==> src/rtl/pkg_global.sv <==
// Shared definitions for the SPI sequencer slice: FSM state encoding and default widths.
package pkg_global;

    localparam int DATA_W = 8;
    localparam int ADDR_W = 9;

    typedef enum logic [2:0] {
        IDLE,
        READ,
        LATCH,
        START,
        WAIT,
        STORE,
        FINISH
    } seq_state_e;

endpackage

==> src/rtl/module_seq_counter.sv <==
// Transfer index counter for the SPI sequencer, with the end-of-burst limit captured at start.
module module_seq_counter #(
    parameter int ADDR_W = pkg_global::ADDR_W
) (
    input  logic              clk_i,
    input  logic              rst_ni,
    input  logic              clear_i,
    input  logic [ADDR_W-1:0] end_i,
    input  logic              inc_i,
    output logic [ADDR_W-1:0] count_o,
    output logic              last_o,
    output logic [ADDR_W:0]   n_done_o
);

    logic [ADDR_W-1:0] count_q;
    logic [ADDR_W-1:0] end_q;

    // The increment is blocked on the last index so the address never passes the latched end.
    always_ff @(posedge clk_i or negedge rst_ni) begin
        if (!rst_ni) begin
            count_q <= '0;
            end_q   <= '0;
        end else if (clear_i) begin
            count_q <= '0;
            end_q   <= end_i;
        end else if (inc_i && !last_o) begin
            count_q <= count_q + ADDR_W'(1);
        end
    end

    assign count_o  = count_q;
    assign last_o   = (count_q == end_q);
    assign n_done_o = {1'b0, count_q} + {{ADDR_W{1'b0}}, 1'b1};

endmodule

==> src/rtl/module_spi_sequencer.sv <==
// Steps RAM bytes through an SPI engine and stores the replies back in place.
// Optional WAIT watchdog enabled by defining SPI_SEQ_TIMEOUT_EN.
module module_spi_sequencer #(
    parameter int DATA_W         = pkg_global::DATA_W,
    parameter int ADDR_W         = pkg_global::ADDR_W,
    parameter int TIMEOUT_CYCLES = 1024
) (
    input  logic              clk_i,
    input  logic              rst_ni,
    input  logic              send_i,
    input  logic              all_1s_i,
    input  logic              all_0s_i,
    input  logic [ADDR_W-1:0] n_tx_end_i,
    input  logic [DATA_W-1:0] ram_rdata_i,
    input  logic              spi_done_i,
    input  logic [DATA_W-1:0] spi_rx_i,
    output logic              spi_start_o,
    output logic [DATA_W-1:0] spi_tx_o,
    output logic [ADDR_W-1:0] ram_addr_o,
    output logic              ram_we_o,
    output logic [DATA_W-1:0] ram_wdata_o,
    output logic              busy_o,
    output logic              ctrl_we_o,
    output logic [ADDR_W:0]   n_rx_o,
    output logic              err_o
);

    import pkg_global::*;

    seq_state_e state_q, state_d;

    logic              all_1s_q;
    logic              all_0s_q;
    logic [DATA_W-1:0] tx_q;
    logic [DATA_W-1:0] rx_q;
    logic [ADDR_W:0]   n_rx_q;

    logic              start_seq;
    logic [ADDR_W-1:0] count;
    logic              last;
    logic [ADDR_W:0]   n_done;
    logic              timeout;

    assign start_seq = (state_q == IDLE) && send_i;

    module_seq_counter #(
        .ADDR_W (ADDR_W)
    ) u_counter (
        .clk_i    (clk_i),
        .rst_ni   (rst_ni),
        .clear_i  (start_seq),
        .end_i    (n_tx_end_i),
        .inc_i    (state_q == STORE),
        .count_o  (count),
        .last_o   (last),
        .n_done_o (n_done)
    );

`ifdef SPI_SEQ_TIMEOUT_EN
    localparam int WD_W = $clog2(TIMEOUT_CYCLES + 1);

    logic [WD_W-1:0] wd_q;
    logic            err_q;

    // Counts WAIT cycles; the limit is hit on the TIMEOUT_CYCLES-th cycle without a done.
    always_ff @(posedge clk_i or negedge rst_ni) begin
        if (!rst_ni) begin
            wd_q <= '0;
        end else if (state_q == START) begin
            wd_q <= '0;
        end else if (state_q == WAIT) begin
            wd_q <= wd_q + WD_W'(1);
        end
    end

    assign timeout = (state_q == WAIT) && !spi_done_i && (wd_q == WD_W'(TIMEOUT_CYCLES - 1));

    always_ff @(posedge clk_i or negedge rst_ni) begin
        if (!rst_ni) begin
            err_q <= 1'b0;
        end else if (start_seq) begin
            err_q <= 1'b0;
        end else if (timeout) begin
            err_q <= 1'b1;
        end
    end

    assign err_o = err_q;
`else
    assign timeout = 1'b0;
    assign err_o   = 1'b0;
`endif

    always_ff @(posedge clk_i or negedge rst_ni) begin
        if (!rst_ni) begin
            state_q <= IDLE;
        end else begin
            state_q <= state_d;
        end
    end

    always_comb begin
        state_d = state_q;
        case (state_q)
            IDLE:    if (send_i) state_d = READ;
            READ:    state_d = LATCH;
            LATCH:   state_d = START;
            START:   state_d = WAIT;
            WAIT: begin
                if (spi_done_i) begin
                    state_d = STORE;
                end else if (timeout) begin
                    state_d = FINISH;
                end
            end
            STORE:   state_d = last ? FINISH : READ;
            FINISH:  state_d = IDLE;
            default: state_d = IDLE;
        endcase
    end

    // Mode bits are sampled once at start so register changes mid-burst have no effect.
    always_ff @(posedge clk_i or negedge rst_ni) begin
        if (!rst_ni) begin
            all_1s_q <= 1'b0;
            all_0s_q <= 1'b0;
            tx_q     <= '0;
            rx_q     <= '0;
            n_rx_q   <= '0;
        end else begin
            if (start_seq) begin
                all_1s_q <= all_1s_i;
                all_0s_q <= all_0s_i;
                n_rx_q   <= '0;
            end
            if (state_q == LATCH) begin
                if (all_1s_q) begin
                    tx_q <= '1;
                end else if (all_0s_q) begin
                    tx_q <= '0;
                end else begin
                    tx_q <= ram_rdata_i;
                end
            end
            if ((state_q == WAIT) && spi_done_i) begin
                rx_q <= spi_rx_i;
            end
            if ((state_q == STORE) && last) begin
                n_rx_q <= n_done;
            end
            // A timed-out transfer is not counted as completed.
            if (timeout) begin
                n_rx_q <= {1'b0, count};
            end
        end
    end

    assign spi_start_o = (state_q == START);
    assign spi_tx_o    = tx_q;
    assign ram_addr_o  = count;
    assign ram_we_o    = (state_q == STORE);
    assign ram_wdata_o = rx_q;
    assign busy_o      = (state_q != IDLE);
    assign ctrl_we_o   = (state_q == FINISH);
    assign n_rx_o      = n_rx_q;

endmodule

==> config.mk <==
export PLATFORM = sky130hd
export DESIGN_NAME = module_spi_sequencer
export DESIGN_NICKNAME = d
export VERILOG_FILES = /design/src/rtl/pkg_global.sv /design/src/rtl/module_seq_counter.sv /design/src/rtl/module_spi_sequencer.sv
export SDC_FILE = /design/constraint.sdc
export NUM_CORES = 1
export LEC_CHECK = 0
export BUFFER_PORTS_ARGS = -buffer_cell sky130_fd_sc_hd__buf_4
export CAP_MARGIN = 25
export CORE_MARGIN = 2
export CORE_UTILIZATION = 55
export CTS_CLUSTER_DIAMETER = 50
export DETAILED_ROUTE_END_ITERATION = 10
export PLACE_DENSITY = 0.85
export SYNTH_ARGS = -nofsm -noshare
export SYNTH_HDL_FRONTEND = slang
export SYNTH_SLANG_ARGS = --single-unit
==> constraint.sdc <==
create_clock -name clk_i -period 2.5 [get_ports clk_i]
set_input_delay 0.125 -clock clk_i [delete_from_list [all_inputs] [get_ports clk_i]]
set_output_delay 0.125 -clock clk_i [all_outputs]
set_load 0.05 [all_outputs]
==> results.md <==
* Fin. Hold Viols at 0
* # rows at 23
* Mean Syn Cell Area at 11.2 um^2
* Post-synth EDFFs at 0
* Post-synthesis sequential area ratio at 0.533
* Number of inserted diodes at 0
* CP Class: register to register
* Crit path cell chain: xnor2_2, nand4_2, nor4_4, buf_4, mux2i_1
* Max-cap viol count at 0
* Final #Nets at 307
* Largest net degree at the start of global routing at 50
* M2 GR Usage at 0.349
* Status: finished, final reports clean
* Non-Filler Instances at 326
* Yosys warnings at 0
* Cell at the root of the clock tree: clkbuf_8
* Crit path DAT at 2.25 ns
* Clock period minus worst slack at 2.03 ns
* Measured slew at the worst slew-check pin at roughly 0.87 ns
* Clk sinks at 49
* Comb power frac at 0.482
* Core ar. at 4000 um^2
* Net Count, Synth at 238
* DR vias at 1730
* Sw Share at 0.451
* DR DRC count at 0
* Initial Utilization at 0.575
* Maximum fanout along the worst path at 9
* Remaining global-route overflow at 0
* Grt peak-use layer: met2
* Layout cell share with drive strength beyond 1 at 0.395
* RSZ-0062 raised after global routing: false
* Boundary pin count at 71
* Fmax at 494 MHz
* Slowest-stage cell, CP: nor4_4
* Height of the die at about 70 um
* Final total power at 3.35 mW
* CP required at 2.73 ns
* CTS buffer count at 5
* Clk buf depth at 2
* Dominant cells by area after synthesis: dfrtp_1 53%, mux2_2 9.3%, xnor2_1 5.0%
* Final setup viols at 0
* Yosys top cell area share at 0.533
* VDD IR max at about 0.80 mV
* Type of the most critical hold path: input pin to register
* Vias in the first global route at 1655
* Setup Skew at about 0.0058 ns
* Crit path largest cell delay at 0.55 ns
* All-Layer GR Usage at 0.215
* Post-detail-place hpwl at 3450 um
* Rel. slew slack at 0.419
* Starting DRT DRC Count at approximately 100
* Met1 GRT Util at 0.269
* GP Congestion at 0.814
* Mapped Area at 2300 um^2
* Sequential share of power at 0.381
* Power density over the cells at 1140 nW/um^2
* Htree depth at 2
* Vias/cell at roughly 5.3
* Met3 global-route usage at 0.0763
* Synth Register Bits at 49
* Initial antenna violation count at 0
* Wire per inst at 14.5 um
* IO Port Bufs at 69
* Post-Layout Inst Area at 2930 um^2
* Synth Instances at between 200 and 250
* Most used flip-flop cell after synthesis: dfrtp_1
* Dpl cells at 317
* CTS tree: yes
* P_leak at 1.37 nW
* Die area at about 4700 um^2
* Critical Path Start Type: register
* Post-synth ARST share at 1.00
* Pint at 1.84 mW
* Psw at 1.51 mW
* DR pass1 iterations at 4
* Post-layout util at 0.733
* Part of the cycle the worst path needs at 0.810
* First-pass GRT wire length at 7510 um
* Clock latency on the worst-skew pair at roughly 0.30 ns
* Worst-path clk slew at 0.09 ns
* Power share of the clock group at 0.137
* Post-CTS Resized at 0
* Final ANT Viol Nets at 0
* Synth unique cells at 41
* Cell area after placement at 2840 um^2
* Post-Route WL at 4740 um
* Area Overhead vs Synth at 27.6%
* Worst setup EP type: register
* DIE WIDTH at approximately 70 um
* Max-slew violations at 0
* Area leader, netlist: dfrtp_1
* Setup TNS at 0 ns
per-stage QoR:
stage	hold slack, ns	setup WS [ns]
floorplan	-0.171	0.455
global placement	0.175	0.577
detailed placement	0.183	0.471
CTS	0.0415	0.442
global route	0.0399	0.296
finish	0.0453	0.475
layer usage:
metal / wire, um / vias to the layer above
met4: 65 / 0
li1: - / 847
met5: 0 / -
met2: 2260 / 67
met1: 2000 / 807
met3: 411 / 9
critical path: cells and delay by family, from the launching register on:
family                    cells  cell delay (ns)
muxes                         1             0.21
DFF                           1             0.50
and+or+nand+nor               2             0.73
xor gates and xnor gates      1             0.22
buffers and inverters         1             0.28
layout make-up:
type / instances / area, um^2
Multi-Input combinational cell: 142 / 992
Tap cell: 50 / 62.6
Inverter: 3 / 11.3
Fill cell: 287 / 1070
Timing Repair Buffer: 74 / 558
Sequential cell: 49 / 1230
Clock buffer: 6 / 72.6
Clock inverter: 2 / 10.0
placed cells by master, fill, tap and decap left out, types with 3 or more instances in the layout:
master and instances:
a21oi_1 19, and3_1 3, buf_4 73, clkbuf_8 5, dfrtp_1 49, inv_1 3
mux2_2 19, mux2i_1 6, nand2_1 18, nand3_1 9, nor2_1 16, o21ai_0 10
xnor2_1 13
path summary, 6_finish.rpt:
path / start / to / slack (ns) / cells after the start
setup reg to reg: u_counter.count_o[7] / n_rx_o[6] / 0.47 / 5
hold / removal: n_tx_end_i[1] / u_counter.end_q[1] / 0.05 / 2
max in group asynchronous: rst_ni / n_rx_o[1] / 1.72 / 2
hold reg to reg: ram_wdata_o[4] / ram_wdata_o[4] / 0.52 / 1
min in group asynchronous: rst_ni / n_rx_o[5] / 0.37 / 2
setup / recovery: u_counter.count_o[7] / n_rx_o[6] / 0.47 / 5
flip-flops by register name, indices dropped and copies added, names as in the netlist:
name / flops
n_rx_o: 10
u_counter.count_o: 9
u_counter.end_q: 9
ram_wdata_o: 8
spi_tx_o: 8
state_q: 3
all_0s_q: 1
all_1s_q: 1
power by group through the flow:
stage                     sequential [mW]  clock [mW]  combinational, mW
final                                1.28       0.458               1.62
after global routing                 1.32       0.492               1.72
after CTS                            1.28       0.465               1.63
after detailed placement             1.29           0               1.62
after global placement               1.28           0               1.59
after floorplan                      1.69           0              0.763
logic make-up after synthesis:
logic type      Yosys count  share of synthesized area
compound gates           38                      0.103
flops                    49                      0.533
xor+xnor                 15                     0.0604
other cells               1                    0.00163
fa+ha+maj                 1                    0.00544
buf+inv                  15                     0.0348
simple gates             62                      0.142
mux                      25                      0.119
synthesized netlist by cell type (all sizes together), types with 3 or more instances:
library cell  count
and3              3
dfrtp            49
xnor2            14
o21ai            11
mux2             19
nor2             16
clkbuf            3
nand2            18
a21oi            19
inv               3
buf               9
nand3             9
mux2i             6
repair_timing:
item                      in CTS  in global routing
buffers inserted               0                  0
hold buffers                   1                  0
hold endpoints to repair      49                  0
Note: power is estimated with default switching activity, not from simulation.
